### src/rtl/sliding_window.sv
// Streaming 3x3 neighbourhood generator: two line buffers plus a shifting window.
// Optional build macro SLIDING_WINDOW_ZERO_INVALID_EN zeroes o_window whenever o_valid is low.
module sliding_window #(
    parameter int unsigned IMG_WIDTH  = 5,
    parameter int unsigned DATA_WIDTH = 8
) (
    input  logic                  clk,
    input  logic                  rst_n,
    input  logic                  i_valid,
    input  logic [DATA_WIDTH-1:0] i_data,
    output logic                  o_valid,
    output logic [DATA_WIDTH-1:0] o_window [0:8]
);

    localparam int unsigned COL_W = $clog2(IMG_WIDTH);
    localparam int unsigned ROW_W = 2;
    localparam int unsigned WIN_N = 9;

    logic [COL_W-1:0]      col;
    logic [ROW_W-1:0]      row;
    logic [DATA_WIDTH-1:0] lb_top [0:IMG_WIDTH-1];
    logic [DATA_WIDTH-1:0] lb_mid [0:IMG_WIDTH-1];
    logic [DATA_WIDTH-1:0] win    [0:WIN_N-1];
    logic [DATA_WIDTH-1:0] shifted_c [0:WIN_N-1];
    logic [DATA_WIDTH-1:0] top_c;
    logic [DATA_WIDTH-1:0] mid_c;
    logic                  complete_c;

    // Window shifted left one column with the new right column {top, mid, i_data}.
    always_comb begin
        top_c      = lb_top[col];
        mid_c      = lb_mid[col];
        complete_c = (row >= ROW_W'(2)) && (col >= COL_W'(2));
        shifted_c[0] = win[1];
        shifted_c[1] = win[2];
        shifted_c[2] = top_c;
        shifted_c[3] = win[4];
        shifted_c[4] = win[5];
        shifted_c[5] = mid_c;
        shifted_c[6] = win[7];
        shifted_c[7] = win[8];
        shifted_c[8] = i_data;
    end

    // Line buffers carry no reset: stale entries are overwritten before any valid window uses them.
    always_ff @(posedge clk) begin
        if (i_valid) begin
            lb_top[col] <= mid_c;
            lb_mid[col] <= i_data;
        end
    end

    always_ff @(posedge clk or negedge rst_n) begin
        if (!rst_n) begin
            col <= '0;
            row <= '0;
        end else if (i_valid) begin
            if (col == COL_W'(IMG_WIDTH - 1)) begin
                col <= '0;
                if (row != ROW_W'(2)) begin
                    row <= row + ROW_W'(1);
                end
            end else begin
                col <= col + COL_W'(1);
            end
        end
    end

    always_ff @(posedge clk or negedge rst_n) begin
        if (!rst_n) begin
            for (int i = 0; i < WIN_N; i++) begin
                win[i] <= '0;
            end
        end else if (i_valid) begin
            for (int i = 0; i < WIN_N; i++) begin
                win[i] <= shifted_c[i];
            end
        end
    end

    always_ff @(posedge clk or negedge rst_n) begin
        if (!rst_n) begin
            o_valid <= 1'b0;
            for (int i = 0; i < WIN_N; i++) begin
                o_window[i] <= '0;
            end
        end else begin
            o_valid <= i_valid && complete_c;
`ifdef SLIDING_WINDOW_ZERO_INVALID_EN
            for (int i = 0; i < WIN_N; i++) begin
                o_window[i] <= (i_valid && complete_c) ? shifted_c[i] : '0;
            end
`else
            if (i_valid) begin
                for (int i = 0; i < WIN_N; i++) begin
                    o_window[i] <= shifted_c[i];
                end
            end
`endif
        end
    end

endmodule

### config.mk
export PLATFORM = sky130hd
export DESIGN_NAME = sliding_window
export DESIGN_NICKNAME = d
export VERILOG_FILES = /design/src/rtl/sliding_window.sv
export SDC_FILE = /design/constraint.sdc
export NUM_CORES = 1
export LEC_CHECK = 0
export CAP_MARGIN = 20
export CORE_MARGIN = 1.5
export CORE_UTILIZATION = 37
export DETAILED_ROUTE_END_ITERATION = 7
export GPL_TIMING_DRIVEN = 0
export PLACE_DENSITY = 0.6
export RECOVER_POWER = 50
export SKIP_CTS_REPAIR_TIMING = 1
export SYNTH_ARGS = -nofsm -noshare
export SYNTH_HDL_FRONTEND = slang
export SYNTH_SLANG_ARGS = --single-unit
### constraint.sdc
create_clock -name clk -period 6.5 [get_ports clk]
set_input_delay 0.975 -clock clk [delete_from_list [all_inputs] [get_ports clk]]
set_output_delay 0.975 -clock clk [all_outputs]
set_load 0.02 [all_outputs]
Word-level counts from Yosys, hierarchy flattened --
Memory sizes are Yosys's and may differ from the RTL's. A register that Yosys moved wholly into a read port is not among the register bits. Cells that the tools add are included.
Operators by class: add/subtract/negate cells 2, order comparisons 2, equal/unequal tests 2, multiplexer cells 3, reductions and logical operators 4
Operators with widths (count):
- $add A3 B1 Y3 const B | 1
- $eq A3 B3 Y1 const B | 1
- $ge A3 B2 Y1 const B | 1
- $mux W3 | 1
- $reduce_and A3 Y1 | 1
- $add A2 B1 Y2 const B | 1
- $ge A2 B2 Y1 const B | 1
- $logic_and A1 B1 Y1 | 2
- $mux W1 | 2
- $ne A2 B2 Y1 const B | 1
- $logic_not A1 Y1 | 1
Word-level totals: flip-flop bits (word level) 70, memory bits (writable) 80, input bits 11, output and inout port bits 73, logic and storage cells 26, memories kept 2
Memory list:
- lb_mid | depth 5, bits a word 8, read ports 1, clocked after memory_dff 0, write ports 1, RTL line 22 | logic [DATA_WIDTH-1:0] lb_mid [0:IMG_WIDTH-1];
- lb_top | depth 5, bits a word 8, read ports 1, clocked after memory_dff 1, write ports 1, RTL line 21 | logic [DATA_WIDTH-1:0] lb_top [0:IMG_WIDTH-1];

Longest topological paths before layout --
Gate-level depths: netlist of the first run.
depth in word-level cells 3, mapped depth 8, gate-level depth less buffers 5

Least setup slack after synthesis of the first run --
No wires, ideal clock.
path type in2reg, from input port i_valid, to memory lb_mid[4][0] (enable), arrival 2752 ps, required time 6091 ps, slack 3339 ps, stages on the path 5, path buffers 3, path through buf_6 buf_2 clkbuf_1 nand2_1 nor3_1
On the way: word-level cells in the longest chain between the ends 2
RTL lines:
- start: declaration | RTL line 9 | input logic i_valid,
- $mux W1 | RTL line 47 | if (i_valid) begin
- $mux W1 (not written as such) | RTL line 49 | lb_mid[col] <= i_data;
- end: declaration | RTL line 22
Every way passes these cells.

Worst setup path after layout of the first run --
from register col[0], to memory lb_mid[3][7] (enable)
RTL lines:
- start: declaration | RTL line 19 | logic [COL_W-1:0] col;
- start signal: assignment | RTL line 64 | col <= col + COL_W'(1);
Straight into the memory's write port.

==> impl_results.md, run 1 <==
- F_max: 0.2878 GHz
- Drt drc: 0
- Vias in the first global route: 3,499
- Initial DRC Count: 102
- Antenna viol nets, final: 0
- Slew Limit Fails: 31
- Area occupied by multi-input gates: 0.001531 mm²
- Syn_nets: 358
- Wire per inst: 18.46 µm
- Starting Density: 37.77%
- Row Count: 46
- Final hold violation count: 0
- CP endpoint kind: flop
- CP arrival: 3600 ps
- Fill count: 1,410
- I/O Pins: 84
- Max-Cap Viols: 1
- Nets: 467
- Final min period: 3475 ps
- Latest clock arrival within the worst-skew pair: 420 ps
- Hold crit path type: flop to flop
- IO buf count: 82
- Initial antenna violation count: 0
- Post-layout total power: 3.778 mW
- Synth Warn #: 0
- Slew @ Worst Pin: 1732 ps
- Leak: 2.904 nW
- WP data required: 6620 ps
- Sequential Area: 0.004354 mm²
- Post-route setup TNS: 0 ps
- Crit-path most repeated cell: clkbuf_1
- Cell Area, Synth: 0.006000 mm²
- Seq cells post-synth: 158
- Layout cell share with drive strength beyond 1: 24.68%
- Vias per inst: 4.850
- Routed vias: 3,308
- Status: finished with violations
- Global-route wire length before repair: 19,690 µm
- H-Tree Depth: 4
- Gp weighted congestion: 0.7421
- Slew HR: -15.44%
- Crit path max fanout: 10
- Worst reg-to-reg setup slack: 3030 ps
- Most common cell after layout, fill and taps aside: edfxtp_1
- Final core occ: 49.04%
- CTS Buf Count: 17
- Clock Tree Root: clkbuf_16
- Pwr Density: 485.0 mW/mm²
- Yosys cell types: 27
- Crit Path Category: flop to flop
- VDD IR max: 0.2510 mV
- Worst Skew: 4.783 ps
- Commonest cells after routing, fill and taps aside: edfxtp_1 (80), dfrtp_1 (78), clkdlybuf4s50_1 (73)
- Failing checks: capacitance limit, slew limit
- Total gr overflow: 0
- Seq/Total Area, Yosys: 72.58%
- Clk pin slew, worst setup/hold paths: 60 ps
- Crit path cell chain: clkbuf_1 > clkbuf_1 > clkbuf_1 > inv_1 > nor3_2 > buf_6
- Total Routing Usage GR: 16.20%
- CP startpoint kind: flop
- Max stage delay on crit path: 670 ps
- DR pass1 iterations: 5
- Final period util: 53.45%
- CP Buf/Inv Count: 5
- Drt total wl: 12,590 µm
- Ant diodes: 0
- Chip Width: 130.3 µm
- RSZ-0062 raised after global routing: no
- Endpoints failing setup: 0
- Core Footprint: 0.01589 mm²
- Die ar.: 0.01699 mm²
- Family with the most delay on the worst path: buffers and inverters
- Post-Synthesis Cells: 344
- Syn Area/Cell: 17.44 µm²
- CTS tree: built
- Total clock sinks: 158
- Max clock buf depth: 2
- Final HPWL DP: 8789 µm
- Die height: 130.3 µm
- Area grow syn2layout: 29.84%
- Highest-delay cell along the critical path: nor3_2
- Largest net degree at the start of global routing: 49
[final cells by class]
cell class,instances,area share (%)
clock buffers,28,7.035
repair buffers,90,11.82
flip-flops and latches,158,55.89
plain buffers,19,1.028
inverters,4,0.1927
well taps,216,3.469
clock inverters,4,0.8995
multi-input cells,163,19.66
[power breakdown]
part / switching, mW / total (mW) / internal, mW / leakage (nW)
logic: 0.629 / 1.21 / 0.580 / 0.967
registers: 0.166 / 1.55 / 1.39 / 1.63
clock network: 0.367 / 1.02 / 0.649 / 0.306
total: 1.16 / 3.78 / 2.62 / 2.90
[cell usage after synthesis]
| cell type | n | area, µm² |
|---|---|---|
| mux2_2 | 66 | 743.2 |
| inv_1 | 4 | 15.01 |
| buf_2 | 3 | 15.01 |
| mux4_1 | 5 | 131.4 |
| dfrtp_1 | 78 | 1952 |
| o221a_2 | 1 | 11.26 |
| clkbuf_1 | 8 | 30.03 |
| a222oi_1 | 5 | 50.05 |
| buf_1 | 2 | 7.510 |
| a21oi_1 | 8 | 40.04 |
| xnor2_1 | 1 | 8.760 |
| mux2_4 | 1 | 15.01 |
| mux2_1 | 1 | 11.26 |
| nand2b_1 | 8 | 50.05 |
| nand2_1 | 18 | 67.56 |
| buf_6 | 6 | 67.56 |
| mux4_2 | 6 | 135.1 |
| nand3_1 | 2 | 10.01 |
| nand4b_1 | 1 | 8.760 |
| edfxtp_1 | 80 | 2402 |
| nor2b_1 | 1 | 6.260 |
| o21ai_0 | 5 | 25.02 |
| nor3_1 | 5 | 25.02 |
| ha_1 | 3 | 37.54 |
| nor2_1 | 16 | 60.06 |
| a31oi_1 | 7 | 43.79 |
| mux2i_1 | 3 | 30.03 |
[through the flow]
stage	std cells	cell area [µm²]	hold WS [ps]	setup WS, ps
after CTS	682	7838	475.4	3981
after floorplan	344	6000	446.5	3339
final	682	7790	470.5	3025
after global placement	642	7091	464.3	1656
after detailed placement	650	7219	467.2	3584
after global routing	682	7790	500.0	2730
[metal layers]
| metal | up-vias | wire [µm] | track usage (%) |
|---|---|---|---|
| met5 | - | 0 | 0 |
| met4 | 0 | 147 | 6.141 |
| met3 | 9 | 563 | 4.838 |
| met2 | 88 | 6434 | 26.69 |
| met1 | 1696 | 5447 | 20.26 |
| li1 | 1515 | - | - |
[final timing paths]
| path | to | cells past startpoint | from |
|---|---|---|---|
| setup / recovery | lb_mid[3][7]$_DFFE_PP_ | 6 | col[0]$_DFFE_PN0P_ |
| hold / removal | row[0]$_DFFE_PN0P_ | 1 | row[0]$_DFFE_PN0P_ |
| max in group asynchronous | o_window[42]$_DFFE_PN0P_ | 1 | rst_n |
| setup reg to reg | lb_mid[3][7]$_DFFE_PP_ | 6 | col[0]$_DFFE_PN0P_ |
| hold reg to reg | row[0]$_DFFE_PN0P_ | 1 | row[0]$_DFFE_PN0P_ |
| min in group asynchronous | o_window[48]$_DFFE_PN0P_ | 1 | rst_n |
[cells by family after synthesis]
| logic type | share of synthesized area (%) |
|---|---|
| adders and majority gates | 0.6257 |
| AOI/OAI and AO/OA | 2.836 |
| DFF | 72.58 |
| and+or+nand+nor | 3.796 |
| buffers and inverters | 2.252 |
| xor gates and xnor gates | 0.1460 |
| muxes | 17.77 |
[sequential cells by signal, summed over array words and instances (netlist names)]
| register | cells |
|---|---|
| col | 3 |
| o_valid | 1 |
| lb_top | 40 |
| o_window | 32 |
| row | 2 |
| lb_mid | 40 |
| shifted_c | 40 |
Power figures use the tool's default switching activity.
==> run 2: changes to the inputs <==
Settings changed: PLACE_DENSITY 0.6 to 0.62.
Clock period 6.5 ns to 2.8 ns, I/O delays scaled along.
==> run 2 against run 1 <==
Against the previous run:
- the run now ends clean
- utilization decreased by 0.087 points
- final cell count unchanged
- die area unchanged
- register-to-register slack worse by 2700 ps
- sequential share of layout area grew 0.099 points
- setup slack worse by 2700 ps
- clock power increased by 120%
- clock-buffer cell count shrank 2
- hold slack improved by 15 ps
- routed wire length down 0.53%
- global-route usage down 0.13 points
==> impl_results.md, run 2 (synthesis gave the netlist of run 1 again) <==
- Worst Min Path Start: row[0]$_DFFE_PN0P_
- Wire per inst: 18.37 µm
- Hold slack: 486.0 ps
- F_max: 0.4040 GHz
- Net Sw Frac: 30.91%
- Worst Skew: 10.69 ps
- Final HPWL DP: 8700 µm
- Antenna viol nets, final: 0
- Post-layout total power: 8.705 mW
- Final hold violation count: 0
- Clk pwr share: 26.2%
- Starting Density: 37.77%
- Crit Path Category: input port to flop
- R2R cell count: 5
- Worst reg-to-reg setup slack: 340 ps
- Global-route wire length before repair: 19,710 µm
- Routed vias: 3,365
- H-Tree Depth: 4
- Hold crit path type: flop to flop
- Total clock sinks: 158
- Slew Limit Fails: 0
- Chip Width: 130.3 µm
- Pwr Density: 1119 mW/mm²
- Row Count: 46
- Clk pin slew, worst setup/hold paths: 60 ps
- Dpl cells: 649
- Final period util: 88.41%
- Core Footprint: 0.01589 mm²
- Most common cell after layout, fill and taps aside: edfxtp_1
- Fin area: 0.007776 mm²
- Ant diodes: 0
- Latest clock arrival within the worst-skew pair: 430 ps
- Final std cells w/o fill: 682
- Slew HR: 33.32%
- Hold Path End: row[0]$_DFFE_PN0P_
- Total gr overflow: 0
- Drt drc: 0
- Die height: 130.3 µm
- Total Routing Usage GR: 16.07%
- WP data required: 2930 ps
- Drt total wl: 12,530 µm
- CP arrival: 2600 ps
- IO buf count: 82
- VDD IR max: 0.5755 mV
- I/O Pins: 84
- Die ar.: 0.01699 mm²
- Fill count: 1,367
- CP startpoint kind: input port
- CP endpoint kind: flop
- Vias per inst: 4.934
- Max clock buf depth: 2
- CTS tree: built
- DR pass1 iterations: 5
- Final min period: 2476 ps
- Area grow syn2layout: 29.61%
- RR Endpoint: lb_mid[4][5]$_DFFE_PP_
- CTS Buf Count: 17
- RSZ-0062 raised after global routing: no
- Commonest cells after routing, fill and taps aside: edfxtp_1 (80), dfrtp_1 (78), clkdlybuf4s50_1 (73)
- Pint: 6.014 mW
- Hold depth: 1
- Slew @ Worst Pin: 1000 ps
- NetSw: 2.691 mW
- Initial antenna violation count: 0
- First element of the critical path: i_valid
- Sequential power share: 41.1%
- Leak: 2.906 nW
- Combinational share of power: 32.8%
- Largest net degree at the start of global routing: 42
- Max-Cap Viols: 0
- Initial DRC Count: 290
- Crit path max fanout: 10
- Nets: 467
- Vias in the first global route: 3,485
- Endpoints failing setup: 0
- Gp weighted congestion: 0.7872
- Origin of the critical flop-to-flop path: col[2]$_DFFE_PN0P_
- DP Area: 0.007208 mm²
- Clock Tree Root: clkbuf_16
- Layout cell share with drive strength beyond 1: 25.54%
- Status: completed
run 2: worst max-delay path by stage:
stage	endpoint	depth (start not counted)
detailed placement	lb_mid[4][3]$_DFFE_PP_	6
CTS	lb_mid[4][5]$_DFFE_PP_	5
floorplan	lb_mid[4][0]$_DFFE_PP_	5
global placement	o_window[18]$_DFFE_PN0P_	1
global route	lb_top[4][6]$_DFFE_PP_	6
finish	lb_mid[4][5]$_DFFE_PP_	6
run 2: metal layers:
| metal | GRT usage [%] | wire [µm] |
|---|---|---|
| met1 | 20.92 | 5584 |
| met2 | 25.57 | 6143 |
| met3 | 5.576 | 678 |
| met4 | 4.719 | 119 |
| met5 | 0 | 0 |
run 2: through the flow:
stage	setup WS (ps)	TNS [ps]	util, %
global placement	-1479	-182590	44.64
detailed placement	234.7	0	45.38
global route	110.7	0	48.95
finish	324.5	0	48.95
floorplan	194.0	0	-
CTS	280.2	0	49.09
run 2: final cells by class:
cell class                 instances  area, µm²  area share (%)
clock buffer                      26      509.2           6.549
sequential                       158       4354           55.99
buffer                            19      110.1           1.416
timing repair buffer              90      905.9           11.65
tap                              216      270.3           3.475
multi-input combinational        163       1531           19.69
inverter                           4      15.01          0.1931
clock inverter                     6      80.08           1.030
run 2: critical path, cell delays in order:
cell and delay, ps:
clkbuf_1 220, clkbuf_1 510, clkbuf_1 490, nand2_1 130, nor3_2 580, buf_6 250
run 2: power by group through the flow:
stage | Combinational, mW | Clock [mW] | Sequential, mW
floorplan | 1.09 | 0 | 4.05
global placement | 2.78 | 0 | 3.62
detailed placement | 2.91 | 0 | 3.63
CTS | 2.92 | 2.33 | 3.59
global route | 3.06 | 2.43 | 3.66
finish | 2.85 | 2.28 | 3.57
==> run 3: changes to the inputs <==
Settings changed: CORE_UTILIZATION 37 to 49, PLACE_DENSITY 0.62 to 0.78.
==> run 3 against run 2 <==
Against the previous run:
- the flow now finishes with violations (capacitance limit, slew limit)
- first-iteration DRC count decreased by 36%
- global-route usage increased by 3.9 points
- clock power decreased by 2%
- fmax increased by 0.25%
- flip-flop and latch count unchanged
- sequential power about the same
- final cell count decreased by 10%
- critical endpoint is now lb_top[4][5]$_DFFE_PP_
- largest cell class unchanged
- largest power group unchanged
==> impl_results.md, run 3 (synthesis gave the netlist of run 1 again) <==
- Combinational share of power: 32.7%
- Global Route met2 Usage: 31.89%
- F_max: 0.4050 GHz
- Routed vias: 3,392
- Gp weighted congestion: 0.7590
- Clk pwr share: 25.8%
- Global-route wire length before repair: 19,050 µm
- CP startpoint kind: input port
- Wire per inst: 19.44 µm
- Sequential power share: 41.5%
- Total gr overflow: 0
- Failing checks: capacitance limit, slew limit
- CP Buf/Inv Count: 4
- RR Endpoint: lb_top[4][5]$_DFFE_PP_
- Crit path max fanout: 10
- Total Routing Usage GR: 19.92%
- Crit-path most repeated cell: clkbuf_1
- Clk pin slew, worst setup/hold paths: 60 ps
- NetSw: 2.689 mW
- Ant diodes: 0
- Layout cell share with drive strength beyond 1: 25.32%
- Vias per inst: 5.533
- DR pass1 iterations: 5
- Row Count: 40
- Pwr Density: 1125 mW/mm²
- Max clock buf depth: 2
- Hold slack: 486.4 ps
- Antenna viol nets, final: 0
- H-Tree Depth: 4
- Sequential Area: 0.004354 mm²
- Worst reg-to-reg setup slack: 370 ps
- Leak: 2.894 nW
- Area occupied by multi-input gates: 0.001531 mm²
- Slew HR: -36.63%
- Nets: 467
- Met1 Use GR: 25.19%
- Net Sw Frac: 31.06%
- Total clock sinks: 158
- Largest net degree at the start of global routing: 45
- Worst Skew: 6.958 ps
- CTS Buf Count: 17
- Endpoints failing setup: 0
- RSZ-0062 raised after global routing: no
- GR Util met3: 6.536%
- Drt drc: 0
- Most common cell after layout, fill and taps aside: edfxtp_1
- Latest clock arrival within the worst-skew pair: 420 ps
- Status: finished with violations
- Highest-delay cell along the critical path: nor3_2
- Max stage delay on crit path: 570 ps
- VDD IR max: 0.5566 mV
- Final min period: 2469 ps
- Chip Width: 113.7 µm
- Initial DRC Count: 187
- Crit path cell chain: clkbuf_1 > clkbuf_1 > clkbuf_1 > nand2_1 > nor3_2 > buf_8
- Post-layout total power: 8.657 mW
- Fin area: 0.007696 mm²
- IO buf count: 82
- Slew Limit Fails: 35
- Drt total wl: 11,920 µm
- Family with the most delay on the worst path: buffers and inverters
- CP endpoint kind: flop
- I/O Pins: 84
- CP arrival: 2590 ps
- Clock Tree Root: clkbuf_16
- Core Footprint: 0.01196 mm²
- Origin of the critical flop-to-flop path: col[2]$_DFFE_PN0P_
- Final core occ: 64.34%
- Commonest cells after routing, fill and taps aside: edfxtp_1 (80), dfrtp_1 (78), clkdlybuf4s50_1 (73)
- Crit Path Category: input port to flop
- DP Area: 0.007126 mm²
- Crit path to: lb_top[4][5]$_DFFE_PP_
- Die ar.: 0.01292 mm²
- Die height: 113.7 µm
- Initial antenna violation count: 0
- CTS tree: built
- Pint: 5.969 mW
- Hold crit path type: flop to flop
- First element of the critical path: i_valid
- CP Depth: 6
- Fill count: 837
- Max-Cap Viols: 1
- Final period util: 88.19%
- R2R cell count: 5
- WP data required: 2920 ps
- Area grow syn2layout: 28.28%
- Slew @ Worst Pin: 2049 ps
- Starting Density: 50.16%
- Final HPWL DP: 8027 µm
- GR peak layer: met2
- Vias in the first global route: 3,581
- Final hold violation count: 0
run 3: power groups by stage:
stage	clock (mW)	combinational [mW]	sequential (mW)
after floorplan	0	1.09	4.05
after global placement	0	2.71	3.62
after detailed placement	0	2.85	3.64
after CTS	2.27	2.88	3.60
after global routing	2.36	3.04	3.68
final	2.23	2.83	3.59
run 3: metal layers:
| metal | routed length (µm) | part of all wire, % | up-vias |
|---|---|---|---|
| met5 | 0 | 0 | - |
| met4 | 172 | 1.4 | 0 |
| met3 | 692 | 5.8 | 15 |
| met2 | 6052 | 51 | 124 |
| met1 | 5001 | 42 | 1739 |
| li1 | - | - | 1514 |
run 3: worst min-delay path by stage:
| stage | startpoint | endpoint | cells past startpoint |
|---|---|---|---|
| floorplan | rst_n | col[0]$_DFFE_PN0P_ | 0 |
| global placement | row[0]$_DFFE_PN0P_ | row[0]$_DFFE_PN0P_ | 1 |
| detailed placement | rst_n | o_window[53]$_DFFE_PN0P_ | 1 |
| CTS | rst_n | o_window[53]$_DFFE_PN0P_ | 1 |
| global route | row[0]$_DFFE_PN0P_ | row[0]$_DFFE_PN0P_ | 1 |
| finish | row[0]$_DFFE_PN0P_ | row[0]$_DFFE_PN0P_ | 1 |
run 3: per-stage QoR:
| step | setup TNS [ps] | worst slack, ps | cells |
|---|---|---|---|
| 5_1_grt | 0 | 109.9 | 613 |
| 6_report | 0 | 330.7 | 613 |
| 3_5_place_dp | 0 | 292.5 | 580 |
| 4_1_cts | 0 | 337.5 | 612 |
| 2_1_floorplan | 0 | 194.0 | 344 |
| 3_3_place_gp | -159950 | -1340 | 573 |
run 3: cell type report:
type / count / area share, %
clock buffers: 17 / 5.528
multi-input cells: 163 / 19.90
flip-flops and latches: 158 / 56.58
inverters: 4 / 0.1951
plain buffers: 19 / 1.431
repair buffers: 90 / 12.00
clock inverters: 15 / 1.983
well taps: 147 / 2.390
